[src/rtl/pc_fetch_if.sv]
// rtl/pc_fetch_if.sv - instruction-memory req/ack read channel
interface pc_fetch_if;
  logic        imem_req;
  logic [31:0] imem_addr;
  logic        imem_ack;
  logic [31:0] imem_rdata;

  modport master (
    output imem_req,
    output imem_addr,
    input  imem_ack,
    input  imem_rdata
  );

  modport slave (
    input  imem_req,
    input  imem_addr,
    output imem_ack,
    output imem_rdata
  );
endinterface

[src/rtl/pc_fetch.sv]
// rtl/pc_fetch.sv - program counter and instruction fetch unit
module pc_fetch #(
  parameter logic [31:0] RESET_PC    = 32'h0000_0000,
  parameter int unsigned ACK_TIMEOUT = 16
) (
  input  logic              clk,
  input  logic              rst_n,
  input  logic              fetch,
  input  logic              execute,
  input  logic              redirect_valid,
  input  logic [31:0]       redirect_target,
  pc_fetch_if.master        imem,
  output logic [31:0]       instruction,
  output logic              instr_valid,
  output logic [31:0]       pc,
  output logic [31:0]       pc_plus4,
  output logic              stall,
  output logic              fetch_fault,
  output logic              misalign_fault
);

  localparam logic [31:0] NOP       = 32'h0000_0013;
  localparam logic [7:0]  WCNT_LAST = 8'(ACK_TIMEOUT - 1);

  typedef enum logic [0:0] {
    IDLE,
    REQ
  } state_t;

  state_t      state;
  logic [31:0] npc;
  logic [31:0] addr_q;
  logic        req_q;
  logic [7:0]  wcnt;

  assign imem.imem_req  = req_q;
  assign imem.imem_addr = addr_q;
  assign pc_plus4       = pc + 32'd4;
  assign stall          = (state == REQ);

  always_ff @(posedge clk or negedge rst_n) begin
    if (!rst_n) begin
      state          <= IDLE;
      pc             <= RESET_PC;
      npc            <= RESET_PC;
      addr_q         <= RESET_PC;
      req_q          <= 1'b0;
      instruction    <= NOP;
      instr_valid    <= 1'b0;
      fetch_fault    <= 1'b0;
      misalign_fault <= 1'b0;
      wcnt           <= 8'd0;
    end else begin
      misalign_fault <= 1'b0;
      case (state)
        IDLE: begin
          // Redirect only lands on npc; a simultaneous fetch still uses the old npc.
          if (execute && redirect_valid) begin
            npc            <= {redirect_target[31:2], 2'b00};
            misalign_fault <= |redirect_target[1:0];
          end
          if (fetch) begin
            pc          <= npc;
            addr_q      <= npc;
            req_q       <= 1'b1;
            instr_valid <= 1'b0;
            fetch_fault <= 1'b0;
            wcnt        <= 8'd0;
            state       <= REQ;
          end
        end
        REQ: begin
          if (imem.imem_ack) begin
            instruction <= imem.imem_rdata;
            instr_valid <= 1'b1;
            req_q       <= 1'b0;
            npc         <= pc + 32'd4;
            state       <= IDLE;
          end else if (wcnt == WCNT_LAST) begin
            // Timed out: hand the flow controller a NOP so it can keep moving.
            instruction <= NOP;
            instr_valid <= 1'b1;
            fetch_fault <= 1'b1;
            req_q       <= 1'b0;
            npc         <= pc + 32'd4;
            state       <= IDLE;
          end else begin
            wcnt <= wcnt + 8'd1;
          end
        end
        default: state <= IDLE;
      endcase
    end
  end

endmodule

[src/flat_wrapper.sv]
// flat-port wrapper written by rule: the top's interface ports become plain ports
module pc_fetch_flat 
#(
  parameter logic [31:0] RESET_PC    = 32'h0000_0000,
  parameter int unsigned ACK_TIMEOUT = 16
)
  (clk, rst_n, fetch, execute, redirect_valid, redirect_target, instruction, instr_valid, pc, pc_plus4, stall, fetch_fault, misalign_fault, imem_imem_req, imem_imem_addr, imem_imem_ack, imem_imem_rdata);
  pc_fetch_if imem_i ();
  input  logic clk;
  input  logic rst_n;
  input  logic fetch;
  input  logic execute;
  input  logic redirect_valid;
  input  logic [31:0] redirect_target;
  output logic [31:0] instruction;
  output logic instr_valid;
  output logic [31:0] pc;
  output logic [31:0] pc_plus4;
  output logic stall;
  output logic fetch_fault;
  output logic misalign_fault;
  output wire logic [$bits(imem_i.imem_req)-1:0] imem_imem_req;
  output wire logic [$bits(imem_i.imem_addr)-1:0] imem_imem_addr;
  input wire logic [$bits(imem_i.imem_ack)-1:0] imem_imem_ack;
  input wire logic [$bits(imem_i.imem_rdata)-1:0] imem_imem_rdata;
  assign imem_imem_req = imem_i.imem_req;
  assign imem_imem_addr = imem_i.imem_addr;
  assign imem_i.imem_ack = imem_imem_ack;
  assign imem_i.imem_rdata = imem_imem_rdata;
  pc_fetch #(.RESET_PC(RESET_PC), .ACK_TIMEOUT(ACK_TIMEOUT)) u_core (.clk(clk), .rst_n(rst_n), .fetch(fetch), .execute(execute), .redirect_valid(redirect_valid), .redirect_target(redirect_target), .imem(imem_i), .instruction(instruction), .instr_valid(instr_valid), .pc(pc), .pc_plus4(pc_plus4), .stall(stall), .fetch_fault(fetch_fault), .misalign_fault(misalign_fault));
endmodule
[config.mk]
export PLATFORM = sky130hd
export DESIGN_NAME = pc_fetch_flat
export DESIGN_NICKNAME = d
export VERILOG_FILES = /design/src/rtl/pc_fetch_if.sv /design/src/rtl/pc_fetch.sv /design/src/flat_wrapper.sv
export SDC_FILE = /design/constraint.sdc
export NUM_CORES = 1
export LEC_CHECK = 0
export ABC_AREA = 1
export CORE_ASPECT_RATIO = 1.75
export CORE_MARGIN = 4
export CORE_UTILIZATION = 49
export DETAILED_ROUTE_END_ITERATION = 7
export GPL_TIMING_DRIVEN = 1
export PLACE_DENSITY = 0.86
export SETUP_SLACK_MARGIN = 0.15
export SYNTH_ARGS = -nofsm -noshare
export SYNTH_HDL_FRONTEND = slang
export SYNTH_SLANG_ARGS = --single-unit
export TNS_END_PERCENT = 10
[constraint.sdc]
create_clock -name clk -period 2.8 [get_ports clk]
set_clock_uncertainty 0.1 [all_clocks]
set_input_delay 0.7 -clock clk [delete_from_list [all_inputs] [get_ports clk]]
set_output_delay 0.7 -clock clk [all_outputs]
set_load 0.02 [all_outputs]
======== Yosys cells after proc, flatten, opt, wreduce, memory -nomap -nowiden ========
Index checks and enable logic that the tools add are counted.
operators by class
  equal/unequal tests ..................... 7
  add/sub/neg operators ................... 2
  bitwise gates (word level) .............. 1
  multiplexer cells ....................... 26
  reductions and logical operators ........ 9
operators by type and width
  operator                                                                 count
  32-bit 2-to-1 mux                                                        5
  32-bit one-hot mux with 2 select lines                                   1
  32-bit by 3-bit adder with 32-bit output, second input constant          1
  8-bit 2-to-1 mux                                                         3
  8-bit one-hot mux with 2 select lines                                    1
  1-bit 2-to-1 mux                                                         12
  8-bit by 1-bit adder with 8-bit output, second input constant            1
  8-bit by 4-bit equality test with 1-bit output, second input constant    1
  2-bit inequality test, second input constant                             4
  1-bit one-hot mux with 2 select lines                                    4
  2-bit AND reduction                                                      4
  3-bit AND reduction                                                      2
  3-bit inequality test, second input constant                             1
  2-bit by 1-bit inequality test with 1-bit output, second input constant  1
  2-bit nonzero test                                                       1
  2-bit OR reduction                                                       1
  1-bit logical AND                                                        1
  1-bit inverter                                                           1
storage, ports and cells
  bits of input ports ..................... 70
  output and inout port bits .............. 133
  logic and storage cells ................. 54
  flip-flop bits (word level) ............. 109

======== Longest topological paths before layout ========
Gate-level depths: netlist of run 1.
  word-level depth ........................ 4
  mapped depth ............................ 10
  depth with buffers taken out ............ 10

======== Worst setup path after synthesis of run 1 ========
Ideal clock, no wire load.
  kind .................................... reg-to-output
  start ................................... reg u_core.pc[3]
  end ..................................... out pc_plus4[30]
  arrival ................................. 1.546 ns
  required time ........................... 2.000 ns
  stages on the path, launching flop included .. 8
  path slack .............................. 0.454 ns
  buffers on the path ..................... 0
  cell sequence ........................... dfrtp_1 -> ha_1 -> nand2_1 -> nor2_1 -> nand2_2 -> nor2_1 -> nand3_1 -> nand2_1
between the ends
  cells in the longest elaborated chain, start to end .. 1
RTL lines
  item                                      line                text
  start: declaration                        pc_fetch.sv:15      output logic [31:0] pc,
  start signal: assignment                  pc_fetch.sv:63      pc <= npc;
  32-bit by 3-bit adder with 32-bit output  pc_fetch.sv:38      assign pc_plus4 = pc + 32'd4;
  end: declaration                          flat_wrapper.sv:18  output logic [31:0] pc_plus4;
No other way between the ends.

======== Final worst setup path of run 1 ========
  start ................................... reg u_core.pc[9]
  end ..................................... out pc_plus4[26]
Same word-level chain as after synthesis.

==> impl_metrics.yaml, run 1 <==
global_routing:
  grtUsageTotal_pct: 27.6
  first_global_vias: 5827
  grt_max_degree: 49
  grt.overflow.total: 0
  grt_first_pass_wirelength_um: 28400
  grt_antenna_before_repair: 0
cts:
  ctsRootBufferMaster: "clkbuf_16"
  cts-hold-fix-buffers: 0
  numCtsBuffers: 9
  clock-sinks: 109
  cts_tree: "yes"
  htreeDepth: 3
  insertion_delay_ns: 0.35
  clk_path_buf_depth: 2
  clk_pin_slew_ns: 0.07
synthesis:
  synth_flop_cell: "dfrtp_1"
  ys_seq_area_share_pct: 47.9
  synth_edf_count: 0
  synth-seq-cells: 109
  synth-async-reset-ratio_pct: 100
  synth_top_area_share_pct: 46.5
  ys_warn_count: 0
  yosys.area.top_type: "dfrtp_1"
  synth_area_leaders: "dfrtp_1 46%, nand2_1 14%, o21ai_0 5.8%, nand3_1 5.4%, buf_4 4.9%"
  synthCells: 720
  synth_area_per_cell_um2: 7.92
  synth_cell_types: 33
  synthesis.area_um2: 5710
  synth.cells.most_frequent: "210 x nand2_1, 106 x dfrtp_1, 66 x o21ai_0"
  synth.most_common_cell: "nand2_1"
  syn_nets: 792
timing:
  finalHoldViolations: 0
  slew_headroom_pct: 69.8
  max_clock_freq_mhz: 370
  finalCritPeriodShare_pct: 96.5
  worst_slew_pin_slew_ns: 0.454
  setup_viol: 0
  rsz0062_at_grt: "yes"
  worst_slack_ns: 0.0968
  fin_setup_tns_ns: 0
  finalCriticalPeriod_ns: 2.70
  slew_viol_final: 0
floorplan:
  ios: 203
  start_util_pct: 50.5
  die_h_um: 151
  die_w_um: 89.6
  rows: 51
  dieArea_um2: 13500
  design.core.area_um2: 11300
setup_path:
  cp-start-kind: "flip-flop"
  cp-end-kind: "output pin"
  worstPathArrival_ns: 1.90
  critPathKind: "reg -> out"
  worstReg2RegStart: "u_core.stall"
  r2r_end: "u_core.npc[21]"
  critPathRequiredTime_ns: 2.00
  critPathMaxFanout: 5
  r2r_setup_slack_ns: 0.82
  r2r_cells: 8
routing:
  first_pass_iters: 5
  postRouteAntennaNets: 0
  wl_met1_um: 6140
  drc: 0
  wl_per_cell_um: 17.4
  num_vias: 5785
  viasPerCell: 5.50
  routed.top_layer: "met4"
  wl_met2_um: 9780
  wirelength_um: 18300
  drt-initial-drc-count: 361
  route.met3.wl_um: 1260
run:
  cap_violations: 0
layout:
  utilization_pct: 73.4
  final-instance-count-excl-fill: 1051
  drive_gt1_share_pct: 15.1
  areaGrowthSynthToFinish_pct: 45.3
  nets: 985
  fillers: 810
  design_area_um2: 8290
placement:
  port_buffers: 202
  hpwl_um: 13200
  placed_area_um2: 7820
  dp_cells: 1026
  place_ws_ns: -0.0578
  gp_congestion: 0.872
power:
  ir_worst_vdd_uv: 430
  pwr-share-clk_pct: 17.9
  combPwrFrac_pct: 50.0
  intPower_uw: 4580
  power.switching_uw: 3190
  p_leak_uw: 0.00386
  pwr-share-seq_pct: 32.1
  power_density_nw_per_um2: 937
  p_sw_share_pct: 41.0
min_path:
  worstHoldPathType: "in -> async"
run_status:
  status: "completed"
cell usage in the layout, fill, tap and decap left out, drive strengths merged, types with 3 or more instances in the layout:
| cell | n |
|---|---|
| a21oi | 9 |
| a22o | 29 |
| buf | 61 |
| clkbuf | 10 |
| clkdlybuf4s15 | 4 |
| clkdlybuf4s50 | 173 |
| clkinv | 3 |
| dfrtp | 106 |
| dfstp | 3 |
| dlygate4sd2 | 7 |
| inv | 66 |
| nand2 | 213 |
| nand3 | 62 |
| nor2 | 70 |
| o21ai | 73 |
| o22a | 3 |
| or2 | 3 |
| xnor2 | 4 |
| xor2 | 5 |
cell type report:
type	instances	area, um2	area share [%]
sequential	109	2740	33.0
multi-input combinational	483	2460	29.7
timing repair buffer	246	2370	28.5
inverter	64	240	2.90
clock buffer	9	225	2.72
tap	132	165	1.99
clock inverter	7	96.3	1.16
antenna	1	2.50	0.0302
registers in the layout (all words and copies together) (netlist names):
name / cells
u_core.pc: 32
u_core.instr_valid: 1
u_core.fetch_fault: 1
u_core.misalign_fault: 1
u_core.instruction: 32
u_core.npc: 32
u_core.stall: 1
u_core.imem.imem_req: 1
u_core.wcnt: 8
power groups by stage:
stage	registers [uW]	clock network [uW]	logic, uW
floorplan	2810	0	1750
finish	2490	1390	3880
global route	2550	1470	4160
CTS	2470	1400	3830
global placement	2470	0	3820
detailed placement	2480	0	3890
what timing repair did:
item / 4_1_cts / 5_1_grt
buffers inserted: 1 / 7
setup endpoints to repair: 28 / 25
gates resized for setup: 92 / 51
endpoints found under the hold margin: 0 / 0
pin swaps: 3 / 10
worst max-delay path by stage:
| stage | from | end | slack [ns] | cells after the start |
|---|---|---|---|---|
| floorplan | u_core.pc[3] | pc_plus4[30] | 0.45 | 7 |
| global placement | u_core.pc[2] | pc_plus4[28] | -0.0005 | 8 |
| finish | u_core.pc[9] | pc_plus4[26] | 0.1 | 8 |
| detailed placement | u_core.pc[2] | pc_plus4[28] | -0.06 | 8 |
| global route | u_core.pc[3] | pc_plus4[22] | 0.02 | 9 |
| CTS | u_core.pc[2] | pc_plus4[27] | -0.05 | 8 |
worst max-delay path, stage by stage (launching register included):
cell,delay [ns]
dfrtp_1,0.40
nand2_1,0.14
nor2_2,0.25
nand2_4,0.13
nor2_4,0.17
buf_6,0.14
nand3_1,0.09
nand2_1,0.10
buf_6,0.13
cells by family (layout without fill, tap and decap cells):
family	after synthesis	count (layout)	share of synthesized area, %
and+or+nand+nor	355	355	25.9
xor gates and xnor gates	9	9	1.38
AOI/OAI and AO/OA	117	117	12.9
adders and majority gates	2	2	0.439
DFF	109	109	47.9
buffers and inverters	128	326	11.5
other	0	1	0
layer usage:
layer | global-route usage [%] | vias up
met4 | 17.1 | 0
met1 | 29.8 | 2732
li1 | - | 2668
met5 | 0 | -
met2 | 47.5 | 303
met3 | 5.64 | 82
through the flow:
step	hold slack, ns	power, uW
after floorplan	0.304	4560
after global placement	0.355	6290
after detailed placement	0.358	6370
after CTS	0.204	7700
after global routing	0.227	8180
final	0.193	7770
(Power assumes the default switching activity.)
==> inputs of run 2 (changes only) <==
--- a/config.mk
+++ b/config.mk
@@ -6,12 +6,13 @@
 export NUM_CORES = 1
 export LEC_CHECK = 0
 export ABC_AREA = 1
+export CAP_MARGIN = 15
 export CORE_ASPECT_RATIO = 1.75
 export CORE_MARGIN = 4
-export CORE_UTILIZATION = 49
+export CORE_UTILIZATION = 46
 export DETAILED_ROUTE_END_ITERATION = 7
 export GPL_TIMING_DRIVEN = 1
-export PLACE_DENSITY = 0.86
+export PLACE_DENSITY = 0.82
 export SETUP_SLACK_MARGIN = 0.15
 export SYNTH_ARGS = -nofsm -noshare
 export SYNTH_HDL_FRONTEND = slang
==> constraint.sdc (replaced) <==
create_clock -name clk -period 2.9 [get_ports clk]
set_clock_uncertainty 0.1 [all_clocks]
set_input_delay 0.725 -clock clk [delete_from_list [all_inputs] [get_ports clk]]
set_output_delay 0.725 -clock clk [all_outputs]
set_load 0.02 [all_outputs]
==> run 2 against run 1 <==
  * Clock-buffer cell count increased by 2
  * Power decreased by 8.0%
  * Final area decreased by 2.7%
  * First-iteration DRC count decreased by 9.7%
  * Largest cell class unchanged
==> impl_metrics.yaml, run 2 (synthesis results as in run 1) <==
cts:
  clk_pin_slew_ns: 0.07
  ctsRootBufferMaster: "clkbuf_16"
  cts_tree: "yes"
  insertion_delay_ns: 0.34
  clk_path_buf_depth: 2
  postCtsSetupRepairBufs: 0
  numCtsBuffers: 9
  clock-sinks: 109
  htreeDepth: 3
  cts-hold-fix-buffers: 0
floorplan:
  rows: 53
  die_w_um: 92.2
  design.core.area_um2: 12100
  dieArea_um2: 14300
  start_util_pct: 47.3
  ios: 203
  die_h_um: 155
power:
  p_leak_uw: 0.00372
  power.switching_uw: 2960
  p_sw_share_pct: 41.5
  pwr-share-clk_pct: 16.5
  pwr-share-seq_pct: 34.0
  intPower_uw: 4180
  combPwrFrac_pct: 49.5
  ir_worst_vdd_uv: 456
  power_density_nw_per_um2: 886
min_path:
  worstHoldPathType: "in -> async"
layout:
  multiInputGateArea_um2: 2380
  utilization_pct: 66.8
  drive_gt1_share_pct: 10.7
  final_common_cell: "nand2_1"
  largestRegisters: "u_core.instruction x32, u_core.npc x32, u_core.pc x32"
  ff_latch_area_um2: 2740
  areaGrowthSynthToFinish_pct: 41.4
  fillers: 1031
  nets: 967
  most-common-layout-cells: "210 x nand2_1, 174 x clkdlybuf4s50_1, 101 x dfrtp_1"
  diodes: 0
timing:
  slew_headroom_pct: 60.6
  max_clock_freq_mhz: 358
  finalCritPeriodShare_pct: 96.3
  slew_viol_final: 0
  fin_setup_tns_ns: 0
  worst_hold_slack_ns: 0.342
  worst_slew_pin_slew_ns: 0.591
  finalHoldViolations: 0
  setup_viol: 0
  finalCriticalPeriod_ns: 2.79
  rsz0062_at_grt: "yes"
placement:
  port_buffers: 202
  gp_congestion: 0.849
  hpwl_um: 12600
routing:
  drt-initial-drc-count: 326
  wirelength_um: 17200
  first_pass_iters: 6
  drc: 0
  num_vias: 5494
  wl_per_cell_um: 16.2
  postRouteAntennaNets: 0
  viasPerCell: 5.16
global_routing:
  grtUsageTotal_pct: 24.1
  met2_usage_pct: 45.1
  gr-usage-met3_pct: 5.27
  grt_first_pass_wirelength_um: 27400
  gr-max-usage-layer: "met2"
  grt.overflow.total: 0
  met1_usage_pct: 25.2
  first_global_vias: 5690
  grt_antenna_before_repair: 0
  grt_max_degree: 110
setup_path:
  cp-start-kind: "flip-flop"
  critPathMaxFanout: 5
  critPathRequiredTime_ns: 2.08
  worstPathArrival_ns: 1.97
  critPathKind: "reg -> out"
  cp-end-kind: "output pin"
run:
  cap_violations: 0
run_status:
  status: "completed"
run 2: cell types whose count changed in the layout (fill, tap and decap cells not counted), sizes merged, moves of 2 or more:
cell           previous run  this run
bufinv                    2         0
clkdlybuf4s15             4        13
clkbuf                   10        12
buf                      61        32
run 2: stage by stage:
stage | setup WS, ns | instances | power (uW) | instance area, um2
finish | 0.107 | 1065 | 7150 | 8070
global route | 0.0446 | 1065 | 7550 | 8070
CTS | 0.0855 | 1065 | 7170 | 8060
detailed placement | 0.0144 | 1049 | 6060 | 7760
global placement | 0.0350 | 1049 | 6010 | 7760
floorplan | 0.529 | 720 | 4400 | 5710
run 2: final timing paths:
check,startpoint,endpoint,cells past startpoint,slack [ns]
worst max-delay path,u_core.pc[2],pc_plus4[28],8,0.11
worst min-delay path,rst_n,u_core.wcnt[6],2,0.34
worst max register to register,u_core.stall,u_core.npc[5],8,0.76
worst min register to register,u_core.imem.imem_req,u_core.imem.imem_req,2,0.37
max in group asynchronous,rst_n,u_core.pc[12],2,1.88
min in group clk,u_core.imem.imem_req,u_core.imem.imem_req,2,0.37
run 2: worst max-delay path, stage by stage (launching register included):
cell             delay (ns)
dfrtp_1                0.35
ha_1                   0.18
nand2_1                0.10
nor2_4                 0.17
nand2_4                0.11
nor2_2                 0.20
nand3_1                0.14
nand2_1                0.10
clkdlybuf4s15_2        0.27
run 2: power groups by stage:
| stage | clock network (uW) | logic [uW] | registers, uW |
|---|---|---|---|
| 2_1_floorplan | 0 | 1690 | 2710 |
| 3_5_place_dp | 0 | 3640 | 2420 |
| 4_1_cts | 1190 | 3570 | 2410 |
| 3_3_place_gp | 0 | 3590 | 2420 |
| 6_report | 1180 | 3540 | 2430 |
| 5_1_grt | 1260 | 3810 | 2490 |
run 2: layer usage:
metal  vias up  wire (um)  part of all wire [%]
met3        40       1110                   6.5
li1       2640          -                     -
met2       228       9330                    54
met1      2586       6200                    36
met4         0        612                   3.5
met5         -          0                     0
run 2: area by class of cell:
| type | instances | share of cell area, % |
|---|---|---|
| inverters | 64 | 2.98 |
| well taps | 165 | 2.56 |
| clock buffers | 11 | 3.01 |
| multi-input cells | 483 | 29.5 |
| flip-flops and latches | 109 | 33.9 |
| repair buffers | 228 | 27.6 |
| clock inverters | 5 | 0.434 |
run 2: timing repair:
item / 4_1_cts / 5_1_grt
setup endpoints to repair: 27 / 20
resized for setup: 80 / 9
cloned: 0 / 0
pin swaps: 4 / 2
